### src/rtl/spi_master.sv
// Mode-0 (CPOL=0, CPHA=0) transmit-only SPI master: one byte per start pulse,
// MSB first, framed by active-low SS with a programmable post-frame hold.
module spi_master #(
    parameter int CLK_DIV = 4,
    parameter int SS_HOLD = 2
) (
    input  logic       clk,
    input  logic       reset,
    input  logic       start,
    input  logic [7:0] data,
    output logic       SCLK,
    output logic       MOSI,
    output logic       SS
);

    localparam int DIV_W  = $clog2(CLK_DIV);
    localparam int HOLD_W = (SS_HOLD > 1) ? $clog2(SS_HOLD) : 1;

    localparam logic [DIV_W-1:0]  DIV_LAST  = DIV_W'(CLK_DIV - 1);
    localparam logic [HOLD_W-1:0] HOLD_LAST = HOLD_W'(SS_HOLD - 1);

    localparam logic [1:0] IDLE  = 2'd0;
    localparam logic [1:0] SHIFT = 2'd1;
    localparam logic [1:0] HOLD  = 2'd2;

    logic [1:0]        state;
    logic [7:0]        shreg;
    logic [2:0]        bitcnt;
    logic [DIV_W-1:0]  divider;
    logic [HOLD_W-1:0] hold_cnt;

    // MOSI is the top of the shift register, so it is registered and only
    // moves when the register shifts on a falling SCLK edge.
    assign MOSI = shreg[7];

    always_ff @(posedge clk) begin
        if (reset) begin
            state    <= IDLE;
            shreg    <= 8'h00;
            bitcnt   <= 3'd0;
            divider  <= '0;
            hold_cnt <= '0;
            SCLK     <= 1'b0;
            SS       <= 1'b1;
        end else begin
            case (state)
                IDLE: begin
                    if (start) begin
                        shreg   <= data;
                        SS      <= 1'b0;
                        divider <= '0;
                        bitcnt  <= 3'd0;
                        state   <= SHIFT;
                    end
                end

                SHIFT: begin
                    if (divider == DIV_LAST) begin
                        divider <= '0;
                        SCLK    <= ~SCLK;
                        // SCLK currently high: this edge is the falling edge
                        if (SCLK) begin
                            bitcnt <= bitcnt + 3'd1;
                            if (bitcnt == 3'd7) begin
                                hold_cnt <= '0;
                                state    <= HOLD;
                            end else begin
                                shreg <= {shreg[6:0], 1'b0};
                            end
                        end
                    end else begin
                        divider <= divider + DIV_W'(1);
                    end
                end

                HOLD: begin
                    if (hold_cnt == HOLD_LAST) begin
                        hold_cnt <= '0;
                        SS       <= 1'b1;
                        shreg    <= 8'h00;
                        state    <= IDLE;
                    end else begin
                        hold_cnt <= hold_cnt + HOLD_W'(1);
                    end
                end

                default: begin
                    state <= IDLE;
                end
            endcase
        end
    end

endmodule

### config.mk
export PLATFORM = sky130hd
export DESIGN_NAME = spi_master
export DESIGN_NICKNAME = d
export VERILOG_FILES = /design/src/rtl/spi_master.sv
export SDC_FILE = /design/constraint.sdc
export NUM_CORES = 1
export LEC_CHECK = 0
export BUFFER_PORTS_ARGS = -buffer_cell sky130_fd_sc_hd__buf_2
export CELL_PAD_IN_SITES_DETAIL_PLACEMENT = 1
export CELL_PAD_IN_SITES_GLOBAL_PLACEMENT = 1
export CORE_MARGIN = 3
export CORE_UTILIZATION = 40
export DETAILED_ROUTE_END_ITERATION = 7
export GPL_TIMING_DRIVEN = 0
export PLACE_DENSITY_LB_ADDON = 0.1
export SETUP_SLACK_MARGIN = 0.2
export SLEW_MARGIN = 10
export SYNTH_ARGS = -nofsm -noshare
export SYNTH_HDL_FRONTEND = slang
export SYNTH_SLANG_ARGS = --single-unit
### constraint.sdc
create_clock -name clk -period 6.4 [get_ports clk]
set_input_delay 1.28 -clock clk [delete_from_list [all_inputs] [get_ports clk]]
set_output_delay 1.28 -clock clk [all_outputs]
set_load 0.02 [all_outputs]
# Word level (Yosys, flattened, before mapping)

Cells that the tools add are included.

Flip-flop bits (word level): 18
Bits of input ports: 11
Output and inout port bits: 3
Word-level logic and storage cells: 60

Add/subtract/negate cells: 3
Eq/ne operators: 10
Multiplexer cells: 27
Bitwise gates (word level): 1
Reductions and logical operators: 12

Operator list:

| kind                                                                  | number |
|---|---|
| 8-bit two-way mux                                                     | 5 |
| 8-bit one-hot mux with 3 select lines                                 | 1 |
| 2-bit two-way mux                                                     | 7 |
| 2-bit inequality test, second input constant                          | 6 |
| 3-bit two-way mux                                                     | 3 |
| 4-bit AND reduction                                                   | 2 |
| 1-bit two-way mux                                                     | 6 |
| 2-bit one-hot mux with 3 select lines                                 | 1 |
| 3-bit one-hot mux with 2 select lines                                 | 1 |
| 6-bit AND reduction                                                   | 1 |
| 2-bit nonzero test                                                    | 3 |
| 5-bit AND reduction                                                   | 1 |
| 2-bit equality test, second input constant                            | 2 |
| 1-bit one-hot mux with 2 select lines                                 | 2 |
| 2-bit one-hot mux with 2 select lines                                 | 1 |
| 2-bit AND reduction                                                   | 2 |
| 3-bit by 1-bit adder with 3-bit output, second input constant         | 1 |
| 3-bit equality test, second input constant                            | 1 |
| 3-bit AND reduction                                                   | 1 |
| 3-bit nonzero test                                                    | 1 |
| 2-bit by 1-bit adder with 2-bit output, second input constant         | 1 |
| 2-bit by 1-bit equality test with 1-bit output, second input constant | 1 |
| 2-bit zero test                                                       | 1 |
| 1-bit adder, second input constant                                    | 1 |
| 1-bit inverter                                                        | 1 |

# Depth between registers and ports, before layout

Gate-level depths: netlist of run 1.

Word-level depth: 5
Mapped depth: 8
Mapped depth without buffers: 6

# Least setup slack after synthesis of run 1

No wires, ideal clock.

Kind: input to register
Start: in start
End: reg shreg[3]
Setup time: 0.071 ns
Arrival: 2.559 ns
Data required time: 6.329 ns
Setup slack: 3.771 ns
Cell stages on the path: 6
Path buffers: 2
Cell sequence: nor2b_1 > or4_1 > buf_2 > buf_6 > or3_1 > a21oi_1

Word-level cells in the longest chain between the ends: 2

Ends and longest elaborated chain:

| item                                   | line | source |
|---|---|---|
| start, declared                        | 9    | `input logic start,` |
| 2-bit inequality test (no source line) | -    |  |
| 6-bit AND reduction (no source line)   | -    |  |
| end signal, assigned                   | 49   | `shreg <= data;` |
| end signal, assigned                   | 68   | `shreg <= {shreg[6:0], 1'b0};` |
| end, declared                          | 27   | `logic [7:0] shreg;` |

No other way between the ends.
A chain may end at the register's enable or synchronous reset.

# Worst setup path after layout of run 1

Same ends and word-level chain as after synthesis.

==> results of run 1 <==
-- worst reg2reg max path, delay by kind of cell, from the launching register on --
| family | cells | cell delay [ns] |
|---|---|---|
| AO/OA/AOI/OAI | 1 | 0.14 |
| adder cells (fa/ha/maj) | 1 | 0.28 |
| buffers and inverters | 3 | 0.43 |
| flip-flops | 1 | 0.43 |
| AND/OR/NAND/NOR | 3 | 1.04 |
-- cells in the final DEF (no fill, tap or decap) --
cell type,Yosys,layout
a21oi_1,10,10
nor4b_1,1,1
nor2_1,8,8
or4b_1,1,1
inv_1,2,2
or3_1,7,7
mux2i_1,5,5
or2b_1,1,1
nand2_1,3,3
ha_1,7,7
nand3_1,2,2
xor2_1,1,1
nor2b_1,13,13
nor3_1,1,1
clkbuf_1,5,5
buf_6,1,1
or4_1,1,1
o21ai_0,8,8
clkbuf_4,0,3
nand2b_1,6,6
a31oi_1,7,7
a32oi_1,2,2
buf_2,1,14
o31ai_1,1,1
a221o_1,1,1
dfxtp_1,18,18
-- final timing paths --
| kind | end | slack (ns) | cells after the start | from |
|---|---|---|---|---|
| worst max-delay path | shreg[3] | 3.86 | 7 | start |
| worst min-delay path | shreg[2] | 0.48 | 2 | shreg[2] |
| worst max register to register | shreg[3] | 4.02 | 8 | state[0] |
| worst min register to register | shreg[2] | 0.48 | 2 | shreg[2] |
-- metrics by stage --
step / power, mW / cells
2_1_floorplan: 0.358 / 113
3_3_place_gp: 0.418 / 154
3_5_place_dp: 0.428 / 154
4_1_cts: 0.486 / 157
5_1_grt: 0.522 / 157
6_report: 0.479 / 157
-- layer usage --
layer	vias up	part of all wire, %
li1	437	-
met1	416	48
met2	9	48
met3	2	2.9
met4	0	0.58
met5	-	0
-- layout make-up --
type	count	area, sq um
Sequential cell	18	360
Tap cell	28	35.0
Buffer	7	35.0
Inverter	2	7.51
Fill cell	292	1160
Timing Repair Buffer	13	65.1
Clock buffer	3	22.5
Multi-Input combinational cell	86	568
-- logic make-up after synthesis --
logic type / Yosys count / synth area share, %
multiplexers: 5 / 5.15
flip-flops: 18 / 37.1
XOR/XNOR: 1 / 0.902
AND/OR/NAND/NOR: 44 / 26.0
buffers and inverters: 9 / 4.38
AO/OA/AOI/OAI: 29 / 17.4
adder cells (fa/ha/maj): 7 / 9.02
-- registers in the layout, summed over array words and instances, names as in the netlist --
| signal | cells |
|---|---|
| SCLK | 1 |
| SS | 1 |
| bitcnt | 3 |
| divider | 2 |
| hold_cnt | 1 |
| shreg | 8 |
| state | 2 |
-- where the power goes --
group	total (mW)	switching, mW	leakage, nW	internal [mW]
clock network	0.0553	0.0335	0.0138	0.0218
registers	0.156	0.0159	0.147	0.140
logic	0.268	0.160	0.281	0.107
==> results.md, run 1 <==
* Final Max Tran Viols at 0
* Post-Place Worst Slack at roughly 3.6 ns
* Initial antenna violation count at 0
* Cells after synthesis at approximately 110
* Post-synthesis cell type count at 25
* EDFF count, synth at 0
* Starting Density at between 40% and 50%
* Pleak at ~0.44 nW
* Final setup violation count at 0
* Vias at roughly 860
* Global-route wire length before repair at 3890 um
* Arr. time, crit path at approximately 2.8 ns
* Layout cell share with drive strength beyond 1 at approximately 14%
* Startpoint types: input port
* Crit path required time at approximately 6.6 ns
* Flops & latches, synth at 18
* Design area at about 1100 sq um
* Most frequent cell after synthesis: dfxtp_1
* Post-CTS Setup Inserts at 0
* Yosys warnings at 0
* Register area share after synthesis at 37.1%
* GR Overflow Total at 0
* Detailed Route WL at between 2000 and 2500 um
* Total GRT Usage at around 16%
* Crit Path Max Fanout at 10
* Grt met3 use at about 2.8%
* Clk root buf: clkbuf_4
* Largest delay share family, worst path: simple AND/OR/NAND/NOR gates
* Slowest cell on crit path: or4_1
* Clk sink count at 18
* CTS Hold Buffers Added at 0
* Reg clk slew, reported paths at ~0.10 ns
* Antenna diodes at 0
* CP cell instances: buf_2, nor2b_1, or4_1, buf_2, buf_6, or3_1, a21oi_1
* WL/cell at around 14 um
* Post-CTS sizing at 0
* Largest net degree at the start of global routing at 11
* IO buf count at 13
* Crit path buffers/inverters at 3
* Area Growth Syn to Fin at 12.6%
* Skew final at about 0.0056 ns
* Synth Net Count at 131
* Final min period at 2.54 ns
* Die ar. at about 3100 sq um
* P per Cell Area at about 440 nW/um^2
* Final #Nets at 149
* Max_slew headroom at 51.0%
* Placed Area at 1070 sq um
* FFs w/ async S/R, synth at 0%
* Final ANT Viol Nets at 0
* Worst skew pair latency at 0.28 ns
* Crit end category: flop
* Number of global-route vias before repair at between 800 and 900
* Worst hold margin at 0.481 ns
* FMAX at ~400 MHz
* Cell taking the most area after synthesis: dfxtp_1
* Met1 Usage GRT at 20.5%
* DRT Pass-1 Iters at 4
* Main synth FF type: dfxtp_1
* Largest cells by area after synthesis: dfxtp_1, ha_1, nor2b_1, a21oi_1, mux2i_1
* Hold Path Class: reg -> reg
* PnR worst setup slack at 3.86 ns
* Worst-margin pin slew at roughly 0.73 ns
* Chip height at approximately 55 um
* Top cell by count, worst path: buf_2
* # rows at 17
* Synth top area share at between 30% and 40%
* Core area at around 2300 sq um
* GR peak layer: met2
* Via density at around 5.5
* Final period utilization at about 40%
* M2 GR Usage at 25.8%
* Total number of H-tree levels at 1
* Slowest stage delay, CP at about 0.50 ns
* Number of CTS-inserted buffers at 3
* Die Wd at around 55 um
* Max VDD drop at approximately 0.24 mV
* Finished Core Util at approximately 49%
* Initial DRC Count at 8
* Unrepaired setup endpoints after global routing: false
* Clk buf depth at 2
* Most frequent cells after synthesis: dfxtp_1, nor2b_1, a21oi_1, nor2_1, o21ai_0
* Final Hold Viols at 0
* Status: complete, no violations
* Post-route DRC at 0
* DP HPWL at around 1700 um
* I/O Pins at 14
* WS Path Type: in -> reg
* Post-Syn Area at just under 1000 sq um
* RD Place Congestion at about 0.7
* CTS tree: yes
* TNS Setup at 0 ns
* Maxcap violations at 0
* Mapped Avg Cell Area at roughly 8.6 sq um
Power figures use the tool's default switching activity.
==> inputs of run 2 (changes only) <==
--- a/config.mk
+++ b/config.mk
@@ -9,7 +9,7 @@
 export CELL_PAD_IN_SITES_DETAIL_PLACEMENT = 1
 export CELL_PAD_IN_SITES_GLOBAL_PLACEMENT = 1
 export CORE_MARGIN = 3
-export CORE_UTILIZATION = 40
+export CORE_UTILIZATION = 37
 export DETAILED_ROUTE_END_ITERATION = 7
 export GPL_TIMING_DRIVEN = 0
 export PLACE_DENSITY_LB_ADDON = 0.1
==> constraint.sdc (replaced) <==
create_clock -name clk -period 2.25 [get_ports clk]
set_input_delay 0.45 -clock clk [delete_from_list [all_inputs] [get_ports clk]]
set_output_delay 0.45 -clock clk [all_outputs]
set_load 0.02 [all_outputs]
==> results.md, run 2 (synthesis gave the netlist of run 1 again) <==
* Starting Density at 41.5%
* Clock share of power at 11.6%
* Hold Path End: state[1]
* Arr. time, crit path at around 2.4 ns
* Startpoint types: flop
* Layout cell share with drive strength beyond 1 at a little under two fifths
* TNS Setup at 0 ns
* Post-route DRC at 0
* FMAX at between 400 and 500 MHz
* Layout fillers at about 280
* Worst hold margin at between 0.4 and 0.5 ns
* Total number of H-tree levels at 1
* Status: complete, no violations
* Worst R2R End: shreg[0]
* Biggest regs: shreg x8, bitcnt x3
* Register-to-Register Path Depth at 7
* Largest register FFs at 8
* WL/cell at 17.0 um
* WS Path Type: reg -> reg
* Detailed Route WL at approximately 2800 um
* Vias at 929
* Commonest non-fill, non-tap cell in the layout: dfxtp_1
* Final #Nets at between 150 and 200
* Worst-margin pin slew at between 0.6 and 0.7 ns
* Crit path required time at between 2 and 2.5 ns
* Total GRT Usage at about 18%
* Final Max Tran Viols at 0
* Max VDD drop at 0.916 mV
* Initial antenna violation count at 0
* CTS tree: yes
* Design area at around 1300 sq um
* GR Overflow Total at 0
* Crit Path Max Fanout at 7
* Via density at roughly 5.6
* Initial DRC Count at 29
* Global-route wire length before repair at between 4000 and 5000 um
* DP HPWL at about 1700 um
* Comb power frac at 62.8%
* Hold Path Class: in -> reg
* Pleak at around 0.53 nW
* Final setup violation count at 0
* Top reg by flops: shreg
* Worst skew pair latency at 0.30 ns
* Crit end category: flop
* Worst Setup SP: state[0]
* Antenna diodes at 0
* Switching pwr at about 0.78 mW
* DRT Pass-1 Iters at 4
* Reg2reg setup slack at around 0.14 ns
* Core area at 2340 sq um
* Maxcap violations at 0
* Placed Area at about 1100 sq um
* Placed Instances at approximately 150
* Skew final at 0.00194 ns
* IO buf count at 13
* Area Growth Syn to Fin at 36.3%
* Final Hold Viols at 0
* Reg clk slew, reported paths at roughly 0.11 ns
* Number of global-route vias before repair at 945
* RD Place Congestion at between 0.7 and 0.8
* Sw Share at 42.3%
* Overall power at 1.84 mW
* Hold Path Depth at 3
* Die Wd at around 57 um
* Unrepaired setup endpoints after global routing: true
* Clk sink count at 18
* Final period utilization at between 90 and 100%
* Largest net degree at the start of global routing at 11
* Clk buf depth at 2
* Final ANT Viol Nets at 0
* Die ar. at 3270 sq um
* Pint at roughly 1.1 mW
* P per Cell Area at between 1000 and 1500 nW/um^2
* Clk root buf: clkbuf_4
* Most frequent cells in the layout: dfxtp_1, buf_2, nor2b_1
* Final min period at 2.11 ns
* Chip height at ~57 um
* I/O Pins at 14
* # rows at 17
* Cell Count, Final, Fillers Out at between 150 and 200
* R2r startpoint: state[0]
* Number of CTS-inserted buffers at 3
* Sequential fraction of design power at ~26%
* Hold path startpoint: reset
* Max_slew headroom at 57.7%
## run 2: repair_timing
item | 4_1_cts | 5_1_grt
buffers inserted | 7 | 3
endpoints found under the hold margin | 0 | 0
setup endpoints to repair | 11 | 11
resized for setup | 19 | 24
hold buffers | 0 | 0
pin swaps | 7 | 14
## run 2: worst max-delay path by stage
stage                          end  slack, ns  depth (start not counted)
after global placement    shreg[3]       0.06                          8
after global routing      shreg[0]       0.09                          7
after detailed placement  shreg[3]       0.04                          8
after floorplan           shreg[3]       0.20                          8
final                     shreg[0]       0.14                          7
after CTS                 shreg[0]       0.13                          7
## run 2: critical path, stage by stage (launching register included)
cell     delay (ns)
dfxtp_4        0.42
inv_4          0.06
ha_4           0.15
nor2b_4        0.12
or4_4          0.51
buf_6          0.15
or4b_4         0.48
a21oi_2        0.14
## run 2: routing by layer
layer	vias to the layer above	track usage, %	wire (um)
met4	0	3.64	43
met1	453	22.6	1260
met3	8	2.94	81
met2	16	31.5	1460
li1	452	-	-
met5	-	0	0
## run 2: cell type report
type / count / area [sq um] / share of cell area, %
multi-input cells: 86 / 688 / 52.0
plain buffers: 6 / 38.8 / 2.93
repair buffers: 23 / 148 / 11.2
flip-flops and latches: 18 / 365 / 27.6
clock buffers: 4 / 36.3 / 2.74
well taps: 28 / 35.0 / 2.65
inverters: 2 / 12.5 / 0.945
## run 2: power groups by stage
| stage | Sequential, mW | Combinational [mW] | Clock [mW] |
|---|---|---|---|
| global route | 0.482 | 1.27 | 0.231 |
| floorplan | 0.459 | 0.570 | 0 |
| CTS | 0.460 | 0.964 | 0.210 |
| global placement | 0.449 | 0.761 | 0 |
| finish | 0.471 | 1.15 | 0.213 |
| detailed placement | 0.453 | 0.778 | 0 |
## run 2: stage by stage
| step | setup slack, ns | util (%) |
|---|---|---|
| finish | 0.142 | 56.6 |
| global route | 0.0921 | 56.6 |
| CTS | 0.126 | 52.9 |
| detailed placement | 0.0407 | 46.0 |
| global placement | 0.0567 | 46.0 |
| floorplan | 0.203 | - |
==> inputs of run 3 (changes only) <==
--- a/config.mk
+++ b/config.mk
@@ -11,8 +11,9 @@
 export CORE_MARGIN = 3
 export CORE_UTILIZATION = 37
 export DETAILED_ROUTE_END_ITERATION = 7
+export GPL_ROUTABILITY_DRIVEN = 0
 export GPL_TIMING_DRIVEN = 0
-export PLACE_DENSITY_LB_ADDON = 0.1
+export PLACE_DENSITY = 0.79
 export SETUP_SLACK_MARGIN = 0.2
 export SLEW_MARGIN = 10
 export SYNTH_ARGS = -nofsm -noshare
==> results.md, run 3 (synthesis gave the netlist of run 1 again) <==
* Overall power at between 1.5 and 2 mW
* Commonest non-fill, non-tap cell in the layout: dfxtp_1
* P per Cell Area at 1330 nW/um^2
* Cell Count, Final, Fillers Out at 164
* Final min period at 2.10 ns
* Total number of H-tree levels at 1
* Crit Path Max Fanout at 5
* Detailed Route WL at around 2600 um
* Switching pwr at 0.705 mW
* WL/cell at 16.1 um
* Max VDD drop at between 0.6 and 0.7 mV
* Final period utilization at between 90% and 100%
* PnR worst setup slack at 0.154 ns
* Clk sink count at 18
* IO buf count at 13
* Crit end category: flop
* Unrepaired setup endpoints after global routing: true
* GR Overflow Total at 0
* Hold path startpoint: reset
* Reg clk slew, reported paths at roughly 0.10 ns
* Met1 Usage GRT at 20.1%
* Hold Path Depth at 3
* Via density at 5.51
* Clk root buf: clkbuf_4
* Pint at between 1 and 1.5 mW
* Status: complete, no violations
* Maxcap violations at 0
* Initial DRC Count at 32
* FMAX at 477 MHz
* Arr. time, crit path at roughly 2.3 ns
* Layout cell share with drive strength beyond 1 at between 30% and 40%
* Largest register FFs at 8
* Number of CTS-inserted buffers at 3
* Core area at around 2300 sq um
* Worst Setup SP: state[0]
* TNS Setup at 0 ns
* Die ar. at approximately 3300 sq um
* R2r startpoint: state[0]
* Most frequent cells in the layout: dfxtp_1, buf_2, nor2b_1
* Max_slew headroom at about two thirds
* Placed Instances at roughly 150
* Clock share of power at between 10% and 20%
* DRT Pass-1 Iters at 4
* Post-Place Worst Slack at roughly 0.013 ns
* GR peak layer: met2
* Final Max Tran Viols at 0
* Area Growth Syn to Fin at 32.5%
* Antenna diodes at 0
* Final Hold Viols at 0
* Largest net degree at the start of global routing at 11
* CTS tree: yes
* Comb power frac at approximately three fifths
* Final ANT Viol Nets at 0
* Number of global-route vias before repair at between 900 and 1,000
* Sequential fraction of design power at 27.3%
* Final #Nets at about 160
* M2 GR Usage at about a third
* Hold Path End: state[1]
* Top reg by flops: shreg
* Pleak at 0.514 nW
* Register-to-Register Path Depth at 7
* Chip height at 57.2 um
* Initial antenna violation count at 0
* Sw Share at a little over 40%
* Starting Density at about two fifths
* # rows at 17
* Clk buf depth at 2
* Biggest regs: shreg x8, bitcnt x3
* Hold Path Class: in -> reg
* Vias at 903
* Crit path required time at 2.48 ns
* Worst R2R End: shreg[0]
* Worst skew pair latency at approximately 0.29 ns
* Total GRT Usage at between 10% and 20%
* Die Wd at around 57 um
* Grt met3 use at under 10%
* Final setup violation count at 0
* I/O Pins at 14
* Skew final at roughly 0.0037 ns
* Startpoint types: flop
* Global-route wire length before repair at roughly 4400 um
* WS Path Type: reg -> reg
* Reg2reg setup slack at 0.15 ns
* DP HPWL at between 1500 and 2000 um
* Worst-margin pin slew at roughly 0.52 ns
* Post-route DRC at 0
## run 3: changes by cell type in the layout (fill, tap and decap cells not counted), moves of 2 or more
| cell | delta |
|---|---|
| buf_6 | -2 |
| o21ai_2 | -3 |
| o21ai_0 | +8 |
| o21ai_1 | -5 |
## run 3: cell type report
cell class	count	area (sq um)
buffer	6	40.0
clock buffer	4	36.3
fill	283	1050
inverter	2	12.5
multi-input combinational	86	677
sequential	18	368
tap	28	35.0
timing repair buffer	20	118
## run 3: how the worst max path moves through the flow
stage               cells after the start        to
floorplan                               8  shreg[3]
global placement                        8  shreg[3]
detailed placement                      8  shreg[3]
CTS                                     7  shreg[0]
global route                            7  shreg[0]
finish                                  7  shreg[0]
## run 3: repair_timing
action / in CTS / in global routing
buffers inserted: 6 / 1
gates resized for setup: 22 / 13
endpoints found under the hold margin: 0 / 0
setup endpoints to repair: 11 / 14
pin swaps: 14 / 4
hold buffers: 0 / 0
## run 3: power by group through the flow
stage          combinational [mW]  clock [mW]  sequential, mW
2_1_floorplan               0.570           0           0.459
3_5_place_dp                0.778           0           0.455
6_report                     1.05       0.198           0.468
4_1_cts                     0.976       0.206           0.465
3_3_place_gp                0.754           0           0.448
5_1_grt                      1.16       0.222           0.477
## run 3: per-layer routing
layer / wire length (um) / up-vias
li1: - / 451
met1: 1120 / 442
met2: 1420 / 8
met3: 84 / 2
met4: 20 / 0
met5: 0 / -
## run 3: metrics by stage
stage / cell area [sq um] / util (%) / hold slack [ns]
after detailed placement: 1080 / 46.0 / 0.469
final: 1290 / 55.0 / 0.440
after global routing: 1290 / 55.0 / 0.468
after CTS: 1250 / 53.3 / 0.455
after global placement: 1080 / 46.0 / 0.457
after floorplan: 977 / - / 0.450
## run 3: worst max-delay path, stage by stage (launching register included)
cell and delay (ns):
dfxtp_4 0.41, inv_4 0.06, ha_4 0.16, nor2b_4 0.12
or4_4 0.51, buf_6 0.14, or4b_4 0.48, a21oi_2 0.15
